===== config.mk =====
export PLATFORM = sky130hd
export DESIGN_NAME = isa_io_master
export DESIGN_NICKNAME = d
export VERILOG_FILES = /design/src/rtl/isa_io_master.sv
export SDC_FILE = /design/constraint.sdc
export NUM_CORES = 1
export LEC_CHECK = 0
export CAP_MARGIN = 20
export CORE_MARGIN = 2
export CORE_UTILIZATION = 45
export CTS_CLUSTER_DIAMETER = 30
export DETAILED_ROUTE_END_ITERATION = 16
export PLACE_DENSITY = 0.78
export SLEW_MARGIN = 20
export SYNTH_ARGS = -nofsm -noshare
export SYNTH_HDL_FRONTEND = slang
export SYNTH_SLANG_ARGS = --single-unit

===== constraint.sdc =====
create_clock -name clk -period 2.47 [get_ports clk]
set_clock_uncertainty 0.05 [all_clocks]
set_input_delay 0.494 -clock clk [delete_from_list [all_inputs] [get_ports clk]]
set_output_delay 0.494 -clock clk [all_outputs]
set_load 0.05 [all_outputs]

===== src/rtl/isa_io_master.sv =====
// isa_io_master
//   Turns single-byte read/write commands from a local controller into ISA
//   I/O bus cycles (address/AEN setup, IOR#/IOW# strobe, IOCHRDY wait states,
//   hold and recovery).
//
// Ports
//   clk, reset_l          clock, asynchronous active-low reset
//   cmd_valid/cmd_ready   command handshake (ready only while idle)
//   cmd_write             1 = IOW cycle, 0 = IOR cycle
//   cmd_addr, cmd_wdata   16-bit I/O port address, write byte
//   rsp_valid             one-cycle completion pulse
//   rsp_rdata             read byte (0xFF after a ready timeout)
//   rsp_timeout           cycle was aborted because IOCHRDY never returned
//   bus_a                 20-bit ISA address, upper nibble always zero
//   bus_ior_l, bus_iow_l  active-low I/O strobes
//   bus_aen, bus_ale      address enable (low during own cycles), latch pulse
//   bus_d_out, bus_d_oe   write data to the pad and its output enable
//   bus_d_in              read data from the pad
//   bus_rdy               IOCHRDY, asynchronous to clk
module isa_io_master #(
  parameter int unsigned SETUP_CYCLES    = 2,
  parameter int unsigned STROBE_CYCLES   = 6,
  parameter int unsigned HOLD_CYCLES     = 2,
  parameter int unsigned RECOVERY_CYCLES = 2,
  parameter int unsigned RDY_TIMEOUT     = 255
) (
  input  logic        clk,
  input  logic        reset_l,
  input  logic        cmd_valid,
  output logic        cmd_ready,
  input  logic        cmd_write,
  input  logic [15:0] cmd_addr,
  input  logic [7:0]  cmd_wdata,
  output logic        rsp_valid,
  output logic [7:0]  rsp_rdata,
  output logic        rsp_timeout,
  output logic [19:0] bus_a,
  output logic        bus_ior_l,
  output logic        bus_iow_l,
  output logic        bus_aen,
  output logic        bus_ale,
  output logic [7:0]  bus_d_out,
  output logic        bus_d_oe,
  input  logic [7:0]  bus_d_in,
  input  logic        bus_rdy
);

  // Counter reload values: the counter runs N-1 .. 0, so a state lasts N cycles.
  localparam logic [7:0] SETUP_LD   = 8'(SETUP_CYCLES - 1);
  localparam logic [7:0] STROBE_LD  = 8'(STROBE_CYCLES - 1);
  localparam logic [7:0] HOLD_LD    = 8'(HOLD_CYCLES - 1);
  localparam logic [7:0] RECOVER_LD = 8'(RECOVERY_CYCLES - 1);
  localparam logic [7:0] TIMEOUT_LD = 8'(RDY_TIMEOUT - 1);

  typedef enum logic [2:0] {
    S_IDLE,
    S_ADDR,
    S_STROBE,
    S_WAIT_RDY,
    S_HOLD,
    S_RECOVER
  } state_t;

  state_t      state_q, state_d;
  logic [7:0]  cnt_q, cnt_d;
  logic        write_q, write_d;
  logic        rdy_meta_q, rdy_s_q;

  logic        cmd_ready_q, cmd_ready_d;
  logic        rsp_valid_q, rsp_valid_d;
  logic [7:0]  rsp_rdata_q, rsp_rdata_d;
  logic        rsp_timeout_q, rsp_timeout_d;
  logic [19:0] bus_a_q, bus_a_d;
  logic        bus_ior_l_q, bus_ior_l_d;
  logic        bus_iow_l_q, bus_iow_l_d;
  logic        bus_aen_q, bus_aen_d;
  logic        bus_ale_q, bus_ale_d;
  logic [7:0]  bus_d_out_q, bus_d_out_d;
  logic        bus_d_oe_q, bus_d_oe_d;

  logic [7:0]  cnt_dec;
  logic        strobe_on;
  logic        drive_data;

  always_comb begin
    state_d       = state_q;
    cnt_d         = cnt_q;
    write_d       = write_q;
    rsp_rdata_d   = rsp_rdata_q;
    rsp_timeout_d = rsp_timeout_q;
    bus_a_d       = bus_a_q;
    bus_d_out_d   = bus_d_out_q;
    cnt_dec       = cnt_q - 8'd1;

    case (state_q)
      S_IDLE: begin
        if (cmd_valid) begin
          state_d       = S_ADDR;
          cnt_d         = SETUP_LD;
          write_d       = cmd_write;
          bus_a_d       = {4'h0, cmd_addr};
          rsp_timeout_d = 1'b0;
          if (cmd_write) begin
            bus_d_out_d = cmd_wdata;
          end
        end
      end
      S_ADDR: begin
        if (cnt_q == 8'd0) begin
          state_d = S_STROBE;
          cnt_d   = STROBE_LD;
        end else begin
          cnt_d = cnt_dec;
        end
      end
      S_STROBE: begin
        if (cnt_q == 8'd0) begin
          if (rdy_s_q) begin
            state_d = S_HOLD;
            cnt_d   = HOLD_LD;
            if (!write_q) begin
              rsp_rdata_d = bus_d_in;
            end
          end else begin
            state_d = S_WAIT_RDY;
            cnt_d   = TIMEOUT_LD;
          end
        end else begin
          cnt_d = cnt_dec;
        end
      end
      S_WAIT_RDY: begin
        // Ready is tested before the timeout so a late IOCHRDY still completes normally.
        if (rdy_s_q) begin
          state_d = S_HOLD;
          cnt_d   = HOLD_LD;
          if (!write_q) begin
            rsp_rdata_d = bus_d_in;
          end
        end else if (cnt_q == 8'd0) begin
          state_d       = S_HOLD;
          cnt_d         = HOLD_LD;
          rsp_timeout_d = 1'b1;
          rsp_rdata_d   = 8'hFF;
        end else begin
          cnt_d = cnt_dec;
        end
      end
      S_HOLD: begin
        if (cnt_q == 8'd0) begin
          state_d = S_RECOVER;
          cnt_d   = RECOVER_LD;
        end else begin
          cnt_d = cnt_dec;
        end
      end
      S_RECOVER: begin
        if (cnt_q == 8'd0) begin
          state_d = S_IDLE;
          cnt_d   = 8'd0;
        end else begin
          cnt_d = cnt_dec;
        end
      end
      default: begin
        state_d = S_IDLE;
        cnt_d   = 8'd0;
      end
    endcase

    // Bus outputs are decoded from the next state so they are registered
    // yet line up exactly with the state they belong to.
    strobe_on   = (state_d == S_STROBE) || (state_d == S_WAIT_RDY);
    drive_data  = (state_d == S_ADDR) || strobe_on || (state_d == S_HOLD);
    cmd_ready_d = (state_d == S_IDLE);
    bus_aen_d   = (state_d == S_IDLE) || (state_d == S_RECOVER);
    bus_ale_d   = (state_q == S_IDLE) && (state_d == S_ADDR);
    bus_ior_l_d = !(strobe_on && !write_d);
    bus_iow_l_d = !(strobe_on && write_d);
    bus_d_oe_d  = write_d && drive_data;
    rsp_valid_d = (state_q == S_RECOVER) && (state_d == S_IDLE);
  end

  always_ff @(posedge clk or negedge reset_l) begin
    if (!reset_l) begin
      state_q       <= S_IDLE;
      cnt_q         <= 8'd0;
      write_q       <= 1'b0;
      rdy_meta_q    <= 1'b1;
      rdy_s_q       <= 1'b1;
      cmd_ready_q   <= 1'b1;
      rsp_valid_q   <= 1'b0;
      rsp_rdata_q   <= 8'h00;
      rsp_timeout_q <= 1'b0;
      bus_a_q       <= 20'h00000;
      bus_ior_l_q   <= 1'b1;
      bus_iow_l_q   <= 1'b1;
      bus_aen_q     <= 1'b1;
      bus_ale_q     <= 1'b0;
      bus_d_out_q   <= 8'h00;
      bus_d_oe_q    <= 1'b0;
    end else begin
      state_q       <= state_d;
      cnt_q         <= cnt_d;
      write_q       <= write_d;
      // Two-flop synchroniser for the asynchronous IOCHRDY input.
      rdy_meta_q    <= bus_rdy;
      rdy_s_q       <= rdy_meta_q;
      cmd_ready_q   <= cmd_ready_d;
      rsp_valid_q   <= rsp_valid_d;
      rsp_rdata_q   <= rsp_rdata_d;
      rsp_timeout_q <= rsp_timeout_d;
      bus_a_q       <= bus_a_d;
      bus_ior_l_q   <= bus_ior_l_d;
      bus_iow_l_q   <= bus_iow_l_d;
      bus_aen_q     <= bus_aen_d;
      bus_ale_q     <= bus_ale_d;
      bus_d_out_q   <= bus_d_out_d;
      bus_d_oe_q    <= bus_d_oe_d;
    end
  end

  assign cmd_ready   = cmd_ready_q;
  assign rsp_valid   = rsp_valid_q;
  assign rsp_rdata   = rsp_rdata_q;
  assign rsp_timeout = rsp_timeout_q;
  assign bus_a       = bus_a_q;
  assign bus_ior_l   = bus_ior_l_q;
  assign bus_iow_l   = bus_iow_l_q;
  assign bus_aen     = bus_aen_q;
  assign bus_ale     = bus_ale_q;
  assign bus_d_out   = bus_d_out_q;
  assign bus_d_oe    = bus_d_oe_q;

endmodule


==> results.cfg <==
[setup_path]
rr_endpoint = cnt_q[4]
r2r_cells = 6
path_depth = 1
cp.buffers_inverters = 1
worst_path_largest_cell_delay_ns = 0.81
crit_fanout = 1
crit_path_start = bus_ior_l
start_kind = register
crit_chain = clkdlybuf4s50_1
worstSetupEndpointType = primary output
cp.required_ns = 1.93
worstPathArrival_ns = 1.65
slowest_stage = clkdlybuf4s50_1
worstSetupEndpoint = bus_ior_l
crit_family = buffers and inverters
rr_startpoint = cnt_q[0]
worstSetupPathType = register to primary output
r2r_setup_slack_ns = 0.29

[cts]
cts_tree = done
postCtsSetupBuffers = 0
holdBufCountCts = 0
cts-buffers-inserted = 5
cts-resized-gates = 0
clkTransAtPathRegs_ns = 0.09
clkLatencyLatePin_ns = 0.30
clock_sinks = 54
cts.path.max_buffers = 2
h-tree-depth = 2
cts_root_buffer = clkbuf_8

[detailed_routing]
post_drt_wl_per_cell_um = 15.3
vias_per_cell = 5.48
via_count = 2002
final_antenna_net_count = 0
drt_first_pass_iters = 4
routed_wl_um = 5590
route.detailed.drc = 0
first_iter_violations = 94

[cells_and_area]
ff_latch_area_um2 = 1360
final_cell_mix = 75 x clkdlybuf4s50_1, 48 x dfrtp_1, 24 x mux2_2
layout.nets = 330
final_cell_area_um2 = 3470
multi_input_area_um2 = 1060
n_fill_cell = 431
drive_gt1_share_pct = 21.5
diodes = 0
layout.cells.most_common = clkdlybuf4s50_1
area_growth_syn_to_layout_pct = 38.1

[grt]
grt_first_pass_wirelength_um = 9330
grt_use_met1_pct = 24.7
grt_max_degree = 23
gr-usage-met2_pct = 29.8
grt_pass1_vias = 1944
use_met3_pct = 7.05
antenna_found_initial = 0
grt_use_total_pct = 19.0
grt-ovfl-total = 0
gr-max-usage-layer = met2

[timing]
finalHoldViolations = 0
hold_slack_ns = 0.0848
fin_crit_sh_pct = 88.7
slew_headroom_pct = 58.5
slew_violations = 0
rsz0062_at_grt = no
period_minus_slack_ns = 2.19
setup_tns_ns = 0
setup_violations = 0
max_freq_ghz = 0.456
tightest_slew_ns = 0.622

[placement]
dpl.hpwl_um = 4150
placed_cell_area_um2 = 3360
port-buffer-count = 76
gp_congestion = 0.871

[synthesis]
yosys_register_bits = 54
yosys_warnings = 0
yosysUniqueCellTypes = 53
synth-edff-count = 0
synth_seq_area_share_pct = 54.0
ys.flop_type = dfrtp_1
avgSynthCellArea_um2 = 11.8
netlist_area_um2 = 2510
synthCells = 213
async_reset_ff_share_pct = 100

[run_status]
outcome = finished, final reports clean

[job]
drv_cap = 0

[power]
ir_drop_mv = 0.826
powerDensity_nw_per_um2 = 1460
leakagePower_uw = 0.00143

[hold_path]
hold_path.class = primary input to asynchronous set/reset pin

[die]
die_w_um = 78.8
start_util_pct = 46.2
core-area_um2 = 5440
die_h_um = 78.8
io-pin-count = 81
num_rows = 27
dieArea_um2 = 6200
-- how the worst min path moves through the flow --
stage / start / end
floorplan: reset_l / bus_a[0]
global placement: rdy_meta_q / rdy_s_q
detailed placement: rdy_meta_q / rdy_s_q
CTS: reset_l / cnt_q[0]
global route: reset_l / cnt_q[0]
finish: reset_l / bus_a[1]
-- cell type report --
type | instances | share of cell area [%]
inverters | 9 | 0.973
clock buffers | 7 | 2.49
flip-flops and latches | 54 | 39.1
well taps | 72 | 2.59
multi-input cells | 139 | 30.7
repair buffers | 83 | 23.3
clock inverters | 1 | 0.865
-- metrics by stage --
step | util [%] | power, uW | instances | worst slack [ns]
after floorplan | - | 3540 | 216 | 0.496
after global routing | 63.8 | 5320 | 365 | 0.0971
after detailed placement | 61.7 | 4460 | 357 | 0.203
after global placement | 61.7 | 4410 | 357 | 0.277
after CTS | 63.8 | 5100 | 365 | 0.267
final | 63.8 | 5050 | 365 | 0.279
-- state kept, by name, summed over array words and instances, names as in the netlist, 3 cells and up --
| signal | cells |
|---|---|
| state_q | 3 |
| rsp_rdata | 8 |
| cnt_q | 8 |
| bus_a | 16 |
| bus_d_out | 8 |
-- cells in the mapped netlist, drive strengths merged (2+ instances only) --
library cell  count  area (um2)
a21boi            2        15.0
a21o              7        52.6
a21oi             6        33.8
a221o             7        75.1
a31oi             2        12.5
and3              2        13.8
buf              10        60.1
clkbuf            4        15.0
dfrtp            48        1200
dfstp             6         158
inv               9        33.8
mux2             24         270
nand2            14        57.6
nand2b            2        12.5
nand3             4        20.0
nor2             13        56.3
nor2b             2        12.5
nor3              4        31.3
nor3b             2        20.0
nor4              6        67.6
nor4b             2        17.5
o211ai            5        37.5
o21a              2        15.0
o21ai             9        48.8
o221ai            2        17.5
o31a              2        18.8
or3               2        12.5
-- cell families after synthesis --
family                   synth area share [%]
AND/OR/NAND/NOR                          14.7
flip-flops                               54.0
AO/OA/AOI/OAI                            14.8
multiplexers                             11.1
buffers and inverters                    4.33
adder cells (fa/ha/maj)                 0.497
other                                   0.149
XOR/XNOR                                0.348
-- per-layer routing --
| metal | up-vias | wire, um |
|---|---|---|
| li1 | 929 | - |
| met2 | 82 | 2730 |
| met1 | 981 | 2250 |
| met5 | - | 0 |
| met3 | 10 | 523 |
| met4 | 0 | 89 |
-- where the power goes --
| part | internal [uW] | switching, uW |
|---|---|---|
| sequential | 1280 | 301 |
| combinational | 1090 | 1780 |
| clock | 331 | 278 |
| total | 2700 | 2360 |
Power figures use the tool's default switching activity.
